**src/rtl/shift_accumulator.sv**
```systemverilog
// Saturating dot-product accumulator for the log-quantized MAC stream.
// Sums a programmed number of signed products, then emits the raw sum and an int8 requantized activation.
module shift_accumulator #(
  parameter int ACC_W = 40,
  parameter int LEN_W = 10
) (
  input  logic             clk,
  input  logic             reset_n,
  input  logic             i_start,
  input  logic [LEN_W-1:0] i_len,
  input  logic             i_relu_en,
  input  logic [4:0]       i_shift,
  input  logic             i_valid,
  input  logic [31:0]      i_product,
  output logic             o_ready,
  output logic             o_valid,
  input  logic             i_ready,
  output logic [ACC_W-1:0] o_sum,
  output logic [7:0]       o_act,
  output logic             o_ovf,
  output logic             o_busy
);

  typedef enum logic [1:0] {IDLE, ACC, OUT} state_e;

  localparam logic signed [ACC_W-1:0] SUM_MAX = {1'b0, {(ACC_W-1){1'b1}}};
  localparam logic signed [ACC_W-1:0] SUM_MIN = {1'b1, {(ACC_W-1){1'b0}}};
  localparam logic signed [ACC_W-1:0] ACT_MAX = {{(ACC_W-7){1'b0}}, 7'h7f};
  localparam logic signed [ACC_W-1:0] ACT_MIN = {{(ACC_W-7){1'b1}}, 7'h00};

  state_e                  state_q;
  logic signed [ACC_W-1:0] acc_q;
  logic [LEN_W-1:0]        cnt_q;
  logic [LEN_W-1:0]        len_q;
  logic                    relu_q;
  logic [4:0]              shift_q;
  logic                    ovf_q;
  logic [7:0]              act_q;

  logic signed [ACC_W:0]   wide_d;
  logic                    ovf_hit_d;
  logic signed [ACC_W-1:0] sum_d;
  logic signed [ACC_W-1:0] relu_d;
  logic signed [ACC_W-1:0] shifted_d;
  logic [7:0]              act_d;
  logic                    last_d;

  // One guard bit above the accumulator detects overflow; the sum then pins to the rail.
  always_comb begin
    wide_d    = {acc_q[ACC_W-1], acc_q} + {{(ACC_W-31){i_product[31]}}, i_product};
    ovf_hit_d = wide_d[ACC_W] ^ wide_d[ACC_W-1];
    sum_d     = wide_d[ACC_W-1:0];
    if (ovf_hit_d) begin
      sum_d = wide_d[ACC_W] ? SUM_MIN : SUM_MAX;
    end
    relu_d    = (relu_q && sum_d[ACC_W-1]) ? '0 : sum_d;
    shifted_d = relu_d >>> shift_q;
    if (shifted_d > ACT_MAX) begin
      act_d = 8'h7f;
    end else if (shifted_d < ACT_MIN) begin
      act_d = 8'h80;
    end else begin
      act_d = shifted_d[7:0];
    end
    last_d = (cnt_q == len_q - LEN_W'(1));
  end

  always_ff @(posedge clk or negedge reset_n) begin
    if (!reset_n) begin
      state_q <= IDLE;
      acc_q   <= '0;
      cnt_q   <= '0;
      len_q   <= '0;
      relu_q  <= 1'b0;
      shift_q <= '0;
      ovf_q   <= 1'b0;
      act_q   <= '0;
    end else begin
      case (state_q)
        IDLE: begin
          if (i_start) begin
            acc_q   <= '0;
            cnt_q   <= '0;
            ovf_q   <= 1'b0;
            act_q   <= '0;
            len_q   <= i_len;
            relu_q  <= i_relu_en;
            shift_q <= i_shift;
            state_q <= (i_len == '0) ? OUT : ACC;
          end
        end
        ACC: begin
          if (i_valid) begin
            acc_q <= sum_d;
            cnt_q <= cnt_q + LEN_W'(1);
            if (ovf_hit_d) begin
              ovf_q <= 1'b1;
            end
            // Activation is captured with the final term so it is ready with o_valid.
            if (last_d) begin
              act_q   <= act_d;
              state_q <= OUT;
            end
          end
        end
        OUT: begin
          if (i_ready) begin
            state_q <= IDLE;
          end
        end
        default: state_q <= IDLE;
      endcase
    end
  end

  assign o_ready = (state_q == ACC);
  assign o_valid = (state_q == OUT);
  assign o_busy  = (state_q != IDLE);
  assign o_sum   = acc_q;
  assign o_act   = act_q;
  assign o_ovf   = ovf_q;

endmodule
```
**config.mk**
```make
export PLATFORM = sky130hd
export DESIGN_NAME = shift_accumulator
export DESIGN_NICKNAME = d
export VERILOG_FILES = /design/src/rtl/shift_accumulator.sv
export SDC_FILE = /design/constraint.sdc
export NUM_CORES = 1
export LEC_CHECK = 0
export CAP_MARGIN = 0
export CORE_ASPECT_RATIO = 1.4
export CORE_MARGIN = 1.5
export CORE_UTILIZATION = 57
export CTS_BUF_LIST = sky130_fd_sc_hd__clkbuf_2 sky130_fd_sc_hd__clkbuf_4 sky130_fd_sc_hd__clkbuf_8
export CTS_CLUSTER_SIZE = 12
export DETAILED_ROUTE_END_ITERATION = 10
export PLACE_DENSITY = 0.87
export RECOVER_POWER = 50
export SLEW_MARGIN = 30
export SYNTH_ARGS = -nofsm -noshare
export SYNTH_HDL_FRONTEND = slang
export SYNTH_SLANG_ARGS = --single-unit
```
**constraint.sdc**
```tcl
create_clock -name clk -period 10.2 [get_ports clk]
set_input_delay 2.04 -clock clk [delete_from_list [all_inputs] [get_ports clk]]
set_output_delay 2.04 -clock clk [all_outputs]
set_load 0.05 [all_outputs]
```
==> summary.md <==
| Metric | Value |
|---|---|
| Outcome | finished, violations left |
| Failing checks | capacitance limit, slew limit |
| Met3 Track Usage GR | under 10% |
| Slew Viols, Final | around 80 |
| DRC violation count after routing | 0 |
| CP max FO | 23 |
| Via count | roughly 12k |
| Register area | just under 2000 sq um |
| RSZ-0062 raised after global routing | false |
| TritonCTS clock tree | built |
| CTS clk-pin slew, worst paths | between 100 and 150 ps |
| Die W | 113.1 microns |
| Worst setup EP type | register |
| Simple-Gate Fraction of Synth Area | 24.86% |
| IO Pins | 105 |
| Syn nets | 1429 |
| CTS max path bufs | 2 |
| Ant. Diodes | 0 |
| Post-synthesis xor/xnor area fraction | 3.986% |
| Num rows | 56 |
| Grt ovf | 0 |
| Total setup buffers inserted after CTS | 0 |
| Post-synthesis mux area share | about 6.3% |
| DR iter-0 viols | 1577 |
| Share of layout cells above drive strength 1 | under 10% |
| Largest net degree at the start of global routing | between 50 and 60 |
| Layout area overhead | 13.98% |
| Hpwl dp | approximately 28000 microns |
| Gpl congestion | ~1.0 |
| WL/cell | 23.48 microns |
| Setup Skew | about 17 ps |
| Mapped Area | approximately 9700 sq um |
| Syn Area/Cell | 7.253 sq um |
| Main flop type after synthesis | dfrtp_1 |
| Via count of the first global-routing pass | about 11k |
| Commonest non-fill, non-tap cells in the layout | 190 x nand2_1, 125 x nor2_1, 122 x a21oi_1 |
| Pre-CTS setup slack | 2224 ps |
| Async SR Flop Fraction | 100.0% |
| Number of fillers in the final layout | about 1.5k |
| Final nets | roughly 1.5k |
| Gr usage total | about two fifths |
| Yosys cell types | 90 |
| Clk sinks | 77 |
| Startpoint Class | input port |
| Full die area | approximately 18000 sq um |
| Final Hold Fails | 0 |
| Worst reg-to-reg setup slack | 4270 ps |
| Initial antenna violation count | 0 |
| Multi-input logic area | 7370 sq um |
| Fin util | 66.08% |
| Latest clock arrival within the worst-skew pair | roughly 420 ps |
| #FFs+latches synth | slightly below 80 |
| # resized after CTS | 0 |
| CTS Hold Buffers Added | 0 |
| DR pass1 iterations | 6 |
| Max_slew headroom | -122.4% |
| TritonCTS buffer count | 9 |
| Met2 usage | between 70% and 80% |
| Final worst-path setup slack | roughly 2500 ps |
| Crit share post-route | between 70% and 80% |
| Die H | between 150 and 200 microns |
| Clock Tree Root | clkbuf_8 |
| Fin crit period | 7740 ps |
| Port Buffers | around 100 |
| Data required time of the critical path | between 10000 and 15000 ps |
| Hold Path Class | reg -> reg |
| Synth Area in Adders | 6.057% |
| Antenna Violating Nets Remaining | 0 |
| Ys Warns | 0 |
| Busiest grt layer | met2 |
| Setup violators final | 0 |
| Worst Path Arrival | 8080 ps |
| Seq/Total Area, Yosys | around a fifth |
| Commonest non-fill, non-tap cell in the layout | nand2_1 |
| Max_cap viols | 2 |
| GR Util met1 | around 49% |
| Complex-gate fraction of the synthesized area | 34.57% |
| Vias per cell | 7.265 |
| Core Box Area | between 15000 and 20000 sq um |
| CP Class | in -> reg |
| Largest family of logic cells by synthesized area | compound AO/OA/AOI/OAI gates |
| EDFF count, synth | 0 |
| Peak Freq | between 100 and 150 MHz |
| Routed Wire Length | around 37000 microns |
| First-pass GRT wire length | 58540 microns |
| Post-synthesis cell count | between 1k and 1.5k |
| Starting Density | between 50 and 60% |
| Worst slew pin tran | 3335 ps |
| H-tree levels | 3 |
| Setup total negative slack | 0 ps |
-- flip-flops by register name, summed over array words and instances (netlist names) --
signal   cells
len_q       10
state_q      2
shift_q      5
relu_q       1
cnt_q       10
o_sum       40
o_act        8
o_ovf        1
-- cells by family after synthesis --
group / Yosys count
compound gates: 504
xor+xnor: 44
fa+ha+maj: 47
buf+inv: 102
flops: 77
mux: 48
simple gates: 511
-- metrics by stage --
stage	hold WS [ps]	cells	instance area, sq um
3_5_place_dp	468.7	1574	10830
5_1_grt	541.9	1590	11020
4_1_cts	499.3	1590	11040
3_3_place_gp	466.3	1573	10800
2_1_floorplan	443.5	1333	9668
6_report	493.6	1590	11020
-- critical path, cell delays in order --
cell and delay (ps):
clkdlybuf4s50_1 630, ha_1 580, nand2_2 140, or3_4 420
or4_4 570, nor4_2 420, a211oi_2 90, buf_4 270
a221oi_4 720, buf_4 450, nor3_1 150, o41ai_1 510
mux2i_1 150, nor4_1 250, and4_1 400, a31oi_1 140
a21oi_1 150
-- area by class of cell --
class / instances / share of cell area (%)
inverter: 15 / 0.5110
tap: 203 / 2.305
timing repair buffer: 125 / 10.93
clock buffer: 9 / 1.124
multi-input combinational: 1154 / 66.88
sequential: 77 / 17.49
clock inverter: 7 / 0.7608
-- synthesized netlist by cell type, types with 12 or more instances --
cell type | n | share of area [%]
a211oi_1 | 25 | 1.9
xor2_1 | 22 | 2.0
and3_1 | 16 | 1.0
or3_1 | 14 | 0.91
a2111oi_0 | 12 | 1.1
nand2_1 | 191 | 7.4
dfrtp_1 | 77 | 20
nand3_1 | 31 | 1.6
o21ai_0 | 118 | 6.1
nor3_1 | 31 | 1.6
nor2_1 | 125 | 4.9
o21a_1 | 12 | 0.93
o22ai_1 | 13 | 0.84
a21o_1 | 22 | 1.7
mux2i_1 | 25 | 2.6
and2_1 | 15 | 0.97
a221oi_1 | 14 | 1.3
a21oi_1 | 122 | 6.3
xnor2_1 | 22 | 2.0
clkbuf_1 | 64 | 2.5
nand4_1 | 21 | 1.4
ha_1 | 42 | 5.4
mux2_2 | 14 | 1.6
o211ai_1 | 35 | 2.7
nor4_1 | 16 | 1.0
inv_1 | 13 | 0.50
a31oi_1 | 22 | 1.4
-- final timing paths --
| kind | start | to | depth (start not counted) |
|---|---|---|---|
| worst max-delay path | i_product[31] | o_act[1] | 17 |
| worst min-delay path | o_act[7] | o_act[7] | 2 |
| worst max register to register | o_sum[0] | o_act[6] | 17 |
| worst min register to register | o_act[7] | o_act[7] | 2 |
| max in group asynchronous | reset_n | cnt_q[9] | 2 |
| min in group asynchronous | reset_n | o_sum[29] | 1 |
-- per-layer routing --
metal | up-vias | routed length (microns)
met1 | 5344 | 13580
met4 | 0 | 2722
met5 | - | 0
met2 | 786 | 17740
met3 | 198 | 3301
li1 | 5223 | -
Power is not shown: default switching activity piles up to over one toggle a cycle in this logic, so the estimate is an artifact.
